===== config.mk =====
export PLATFORM = sky130hd
export DESIGN_NAME = instruction_sequencer
export DESIGN_NICKNAME = d
export VERILOG_FILES = /design/src/rtl/instruction_sequencer.sv
export SDC_FILE = /design/constraint.sdc
export NUM_CORES = 1
export LEC_CHECK = 0
export ABC_AREA = 1
export BUFFER_PORTS_ARGS = -buffer_cell sky130_fd_sc_hd__buf_2
export CAP_MARGIN = 20
export CORE_ASPECT_RATIO = 1.5
export CORE_UTILIZATION = 31
export CTS_BUF_LIST = sky130_fd_sc_hd__clkbuf_8 sky130_fd_sc_hd__clkbuf_16
export DETAILED_ROUTE_END_ITERATION = 10
export GPL_ROUTABILITY_DRIVEN = 0
export PLACE_DENSITY = 0.53
export REMOVE_ABC_BUFFERS = 1
export SETUP_SLACK_MARGIN = 0.4
export SLEW_MARGIN = 20
export SYNTH_ARGS = -nofsm -noshare
export SYNTH_HDL_FRONTEND = slang
export SYNTH_SLANG_ARGS = --single-unit
export TNS_END_PERCENT = 1

===== constraint.sdc =====
create_clock -name clock -period 1.5 [get_ports clock]
set_input_delay 0.15 -clock clock [delete_from_list [all_inputs] [get_ports clock]]
set_output_delay 0.15 -clock clock [all_outputs]
set_load 0.05 [all_outputs]

===== src/rtl/instruction_sequencer.sv =====
// Multi-cycle instruction sequencer: FETCH/DECODE/EXECUTE/MEMORY/WRITEBACK control with HALT and TRAP stops.
// Latency: ALU/JAL/JALR 4 cycles, BRANCH/FENCE 3, LOAD 5, STORE 4, plus fetch and memory wait states.
// Backpressure: stalls in FETCH until inst_ready and in MEMORY until data_ready; no other stall points.
//
// Ports:
//   clock, reset                  sole clock; asynchronous active-high reset
//   inst_ready, inst_opcode       instruction fetch handshake and opcode field of the IR
//   data_ready                    data memory access completion
//   next_pc_select                next-PC choice from the control transfer unit
//   inst_read_enable .. pc_write_enable   datapath strobes
//   pc_select                     PC mux select, valid only with pc_write_enable
//   instret                       retired-instruction counter (wraps)
//   halted, trap                  sticky stop indications, cleared only by reset
module instruction_sequencer (
    input  logic        clock,
    input  logic        reset,
    input  logic        inst_ready,
    input  logic [6:0]  inst_opcode,
    input  logic        data_ready,
    input  logic [1:0]  next_pc_select,
    output logic        inst_read_enable,
    output logic        ir_write_enable,
    output logic        data_read_enable,
    output logic        data_write_enable,
    output logic        reg_write_enable,
    output logic        pc_write_enable,
    output logic [1:0]  pc_select,
    output logic [31:0] instret,
    output logic        halted,
    output logic        trap
);

    // Sequencer states
    localparam logic [2:0] ST_FETCH     = 3'd0;
    localparam logic [2:0] ST_DECODE    = 3'd1;
    localparam logic [2:0] ST_EXECUTE   = 3'd2;
    localparam logic [2:0] ST_MEMORY    = 3'd3;
    localparam logic [2:0] ST_WRITEBACK = 3'd4;
    localparam logic [2:0] ST_HALT      = 3'd5;
    localparam logic [2:0] ST_TRAP      = 3'd6;

    // Instruction classes held across EXECUTE/MEMORY/WRITEBACK
    localparam logic [3:0] CL_NONE     = 4'd0;
    localparam logic [3:0] CL_LOAD     = 4'd1;
    localparam logic [3:0] CL_STORE    = 4'd2;
    localparam logic [3:0] CL_OP       = 4'd3;
    localparam logic [3:0] CL_OP_IMM   = 4'd4;
    localparam logic [3:0] CL_LUI      = 4'd5;
    localparam logic [3:0] CL_AUIPC    = 4'd6;
    localparam logic [3:0] CL_BRANCH   = 4'd7;
    localparam logic [3:0] CL_JAL      = 4'd8;
    localparam logic [3:0] CL_JALR     = 4'd9;
    localparam logic [3:0] CL_MISC_MEM = 4'd10;
    localparam logic [3:0] CL_SYSTEM   = 4'd11;

    // RV32I major opcodes
    localparam logic [6:0] OPC_LOAD     = 7'b0000011;
    localparam logic [6:0] OPC_STORE    = 7'b0100011;
    localparam logic [6:0] OPC_OP       = 7'b0110011;
    localparam logic [6:0] OPC_OP_IMM   = 7'b0010011;
    localparam logic [6:0] OPC_LUI      = 7'b0110111;
    localparam logic [6:0] OPC_AUIPC    = 7'b0010111;
    localparam logic [6:0] OPC_BRANCH   = 7'b1100011;
    localparam logic [6:0] OPC_JAL      = 7'b1101111;
    localparam logic [6:0] OPC_JALR     = 7'b1100111;
    localparam logic [6:0] OPC_MISC_MEM = 7'b0001111;
    localparam logic [6:0] OPC_SYSTEM   = 7'b1110011;

    function automatic logic [3:0] classify(input logic [6:0] opc);
        logic [3:0] cls;
        case (opc)
            OPC_LOAD:     cls = CL_LOAD;
            OPC_STORE:    cls = CL_STORE;
            OPC_OP:       cls = CL_OP;
            OPC_OP_IMM:   cls = CL_OP_IMM;
            OPC_LUI:      cls = CL_LUI;
            OPC_AUIPC:    cls = CL_AUIPC;
            OPC_BRANCH:   cls = CL_BRANCH;
            OPC_JAL:      cls = CL_JAL;
            OPC_JALR:     cls = CL_JALR;
            OPC_MISC_MEM: cls = CL_MISC_MEM;
            OPC_SYSTEM:   cls = CL_SYSTEM;
            default:      cls = CL_NONE;
        endcase
        return cls;
    endfunction

    logic [2:0] state;
    logic [2:0] state_next;
    logic [3:0] inst_class;
    logic [3:0] decoded_class;

    assign decoded_class = classify(inst_opcode);

    // Next-state logic. Only DECODE looks at the live opcode; later states
    // steer on the latched class so the IR may change underneath them.
    always_comb begin
        state_next = state;
        case (state)
            ST_FETCH: begin
                if (inst_ready) begin
                    state_next = ST_DECODE;
                end
            end
            ST_DECODE: begin
                if (decoded_class == CL_SYSTEM) begin
                    state_next = ST_HALT;
                end else if (decoded_class == CL_NONE) begin
                    state_next = ST_TRAP;
                end else begin
                    state_next = ST_EXECUTE;
                end
            end
            ST_EXECUTE: begin
                case (inst_class)
                    CL_LOAD, CL_STORE:                    state_next = ST_MEMORY;
                    CL_BRANCH, CL_MISC_MEM:               state_next = ST_FETCH;
                    CL_OP, CL_OP_IMM, CL_LUI, CL_AUIPC,
                    CL_JAL, CL_JALR:                      state_next = ST_WRITEBACK;
                    // Unreachable: DECODE never lets other classes through.
                    default:                              state_next = ST_TRAP;
                endcase
            end
            ST_MEMORY: begin
                if (data_ready) begin
                    state_next = (inst_class == CL_LOAD) ? ST_WRITEBACK : ST_FETCH;
                end
            end
            ST_WRITEBACK: state_next = ST_FETCH;
            ST_HALT:      state_next = ST_HALT;
            ST_TRAP:      state_next = ST_TRAP;
            // Illegal encoding: stop rather than run with corrupted control.
            default:      state_next = ST_TRAP;
        endcase
    end

    always_ff @(posedge clock or posedge reset) begin
        if (reset) begin
            state <= ST_FETCH;
        end else begin
            state <= state_next;
        end
    end

    always_ff @(posedge clock or posedge reset) begin
        if (reset) begin
            inst_class <= CL_NONE;
        end else if (state == ST_DECODE) begin
            inst_class <= decoded_class;
        end
    end

    // Output decodes. ir_write_enable is gated by reset because the reset
    // state is FETCH and a concurrent inst_ready must not load the IR.
    assign inst_read_enable  = (state == ST_FETCH);
    assign ir_write_enable   = (state == ST_FETCH) && inst_ready && !reset;
    assign data_read_enable  = (state == ST_MEMORY) && (inst_class == CL_LOAD);
    assign data_write_enable = (state == ST_MEMORY) && (inst_class == CL_STORE);
    assign reg_write_enable  = (state == ST_WRITEBACK);
    assign halted            = (state == ST_HALT);
    assign trap              = (state == ST_TRAP);

    // Retirement points: BRANCH/FENCE in EXECUTE, STORE on its memory
    // completion, everything else in WRITEBACK. Exactly one per instruction.
    assign pc_write_enable = ((state == ST_EXECUTE) &&
                              ((inst_class == CL_BRANCH) || (inst_class == CL_MISC_MEM)))
                           || ((state == ST_MEMORY) && (inst_class == CL_STORE) && data_ready)
                           || (state == ST_WRITEBACK);

    assign pc_select = pc_write_enable ? next_pc_select : 2'b00;

    always_ff @(posedge clock or posedge reset) begin
        if (reset) begin
            instret <= 32'd0;
        end else if (pc_write_enable) begin
            instret <= instret + 32'd1;
        end
    end

endmodule


==> flow_summary.yaml <==
placement:
  dpl_cell_area_um2: 3468
  io_buffers: 54
  pre_cts_slack_ns: -0.1772
  dp_hpwl_um: 6012
final_layout:
  regArea_um2: 978.4
  area_growth_pct: 50.75
  layout-drive-gt1-share_pct: 28.46
  nFillCells: 835
  n_antenna_cell: 0
  final_area_um2: 4006
  multi_input_area_um2: 1543
  fin_nets: 537
  fin_util_pct: 47.91
timing:
  hold_viol: 4
  period_needed_ns: 1.756
  slew_headroom_pct: 65.46
  max_freq_mhz: 569.6
  timing.final.ws_setup_ns: -0.2557
  finClkSkew_ns: 0.004706
  period_share_pct: 117.0
  worstMarginPinSlew_ns: 0.5182
  slew_viol_final: 0
  hold_slack_ns: -0.01003
  final-setup-viol-count: 34
  rsz0062_at_grt: "true"
synth:
  synth.top_cell.area_share_pct: 36.72
  synth_cells: 404
  synth-seq-area-share_pct: 36.72
  synth.distinct_cells: 25
  ys_warn_count: 0
  yosys-top-cells-area: "dfrtp_1 (37%), nand2_1 (21%), nor2_1 (8.9%)"
  syn_area_per_cell_um2: 6.578
  syn_area_um2: 2658
  yosysTopAreaCell: "dfrtp_1"
  ys_ff_latch: 39
cts:
  cts_max_path_buffers: 2
  clkTransAtPathRegs_ns: 0.06
  clock_latency_ns: 0.28
  cts_sinks: 39
  cts_root_buffer: "clkbuf_16"
  cts_tree: "built"
  cts_buffers: 5
  h-tree-depth: 2
setup_path:
  r2r_cells: 11
  rrSetupSlack_ns: -0.24
  crit_type: "flop to output pin"
  crit_path_start_kind: "flop"
  arrival_ns: 1.61
  cp-end-kind: "output pin"
  crit_fanout: 7
  timing.rr.end: "instret[28]$_DFFE_PP0N_"
  r2r_start: "inst_class[1]$_DFFE_PP0P_"
  cp_data_required_time_ns: 1.35
routing:
  drc: 0
  wl_per_cell_um: 12.00
  wl_um: 7525
  vias: 2825
  first_pass_iters: 4
  via_per_inst: 4.506
  drt_iter0_drc: 106
  drtAntennaViolNets: 0
global_routing:
  gr-usage-met1_pct: 18.18
  grt_pass1_vias: 2865
  grt_busiest_layer: "met2"
  use_met2_pct: 37.99
  grt_max_degree: 40
  antenna_found_initial: 0
  grt_usage_pct: 18.41
  met3_usage_pct: 2.698
  grt_pass1_wl_um: 12800
  grt.overflow.total: 0
pwr:
  ir_worst_vdd_mv: 0.5252
  p_leak_nw: 1.945
  power_density_nw_per_um2: 538.9
  p_total_mw: 2.159
flow_run:
  cap_violations: 0
floorplanning:
  die_area_um2: 8955
  rows: 41
  start_util_pct: 31.78
  core_area_um2: 8362
  die_y_um: 115.4
  num_io_pins: 55
  die_w_um: 77.60
min_path:
  min_path_type: "input port to asynchronous set/reset pin"
run_status:
  status: "finished, violations left"
  violations: "negative hold slack, negative setup slack"
area by class of cell:
class / count / area share [%]
sequential: 39 / 24.42
tap: 107 / 3.342
multi-input combinational: 309 / 38.51
timing repair buffer: 112 / 25.42
inverter: 52 / 4.872
clock inverter: 3 / 0.3123
clock buffer: 5 / 3.123
metal layers:
layer	vias to the layer above	routed length, um
li1	1478	-
met1	1292	2826
met3	9	189
met2	46	4398
met5	-	0
met4	0	111
registers in the layout, summed over array words and instances, names as in the netlist:
name and count:
instret 32, inst_class 4, state 3
stage by stage:
step                TNS, ns  instances
finish               -4.750        627
floorplan            -18.50        400
global placement     -1.528        616
CTS                  -5.768        627
detailed placement   -2.919        616
global route         -8.493        627
synthesized netlist by cell type:
| master | instances |
|---|---|
| xnor2_1 | 11 |
| inv_1 | 51 |
| nand2_1 | 146 |
| nor3_2 | 3 |
| dfrtp_1 | 39 |
| ha_1 | 5 |
| o2111ai_1 | 1 |
| inv_2 | 1 |
| nand3_1 | 22 |
| nand3_2 | 1 |
| a21oi_1 | 4 |
| nand4_1 | 4 |
| xor2_1 | 11 |
| o211ai_1 | 1 |
| nor2_1 | 63 |
| nor3_1 | 13 |
| a31oi_1 | 1 |
| buf_4 | 2 |
| buf_6 | 1 |
| o21ai_0 | 13 |
| buf_2 | 1 |
| nand3b_1 | 4 |
| nor4_1 | 1 |
| and3_1 | 1 |
| nor2_2 | 4 |
kinds of logic after synthesis:
logic type / Yosys count / synth area share, %
buf+inv: 56 / 8.521
fa+ha+maj: 5 / 2.354
compound gates: 20 / 4.049
flops: 39 / 36.72
xor+xnor: 22 / 7.250
simple gates: 262 / 41.10
worst max-delay path: stages (launching register included):
cell and delay [ns]:
dfrtp_2 0.44, ha_2 0.21, nand3_2 0.07, o21ai_2 0.05, nand2_1 0.07, nand3_2 0.08, buf_12 0.15, nand2_4 0.05
inv_2 0.04, buf_8 0.14
cell usage in the layout (no fill, tap or decap), drive strengths merged, types with 11 or more instances in the layout:
cell type / n
nor3: 16
dfrtp: 39
nand2: 146
buf: 108
nor2: 67
xnor2: 11
nand3: 23
xor2: 11
o21ai: 13
inv: 54
how the worst max path moves through the flow:
stage / slack (ns) / start / endpoint
final: -0.26 / inst_class[1]$_DFFE_PP0P_ / pc_select[1]
after global routing: -0.34 / inst_class[0]$_DFFE_PP0P_ / pc_select[1]
after CTS: -0.28 / inst_class[1]$_DFFE_PP0P_ / pc_select[1]
after detailed placement: -0.18 / inst_class[0]$_DFFE_PP0P_ / pc_select[1]
after global placement: -0.12 / inst_class[0]$_DFFE_PP0P_ / pc_select[1]
after floorplan: -1.52 / state[0]$_DFFE_PP0P_ / ir_write_enable
power by group:
group / switching, mW / internal (mW)
Sequential: 0.00142 / 1.05
Combinational: 0.0575 / 0.0254
Clock: 0.421 / 0.601
timing repair:
item / CTS / global route
hold buffers: 0 / 0
setup buffers: 3 / 0
pin swaps: 9 / 5
setup endpoints to repair: 73 / 74
gates resized for setup: 102 / 19
gates cloned: 0 / 0
Power figures use the tool's default switching activity.
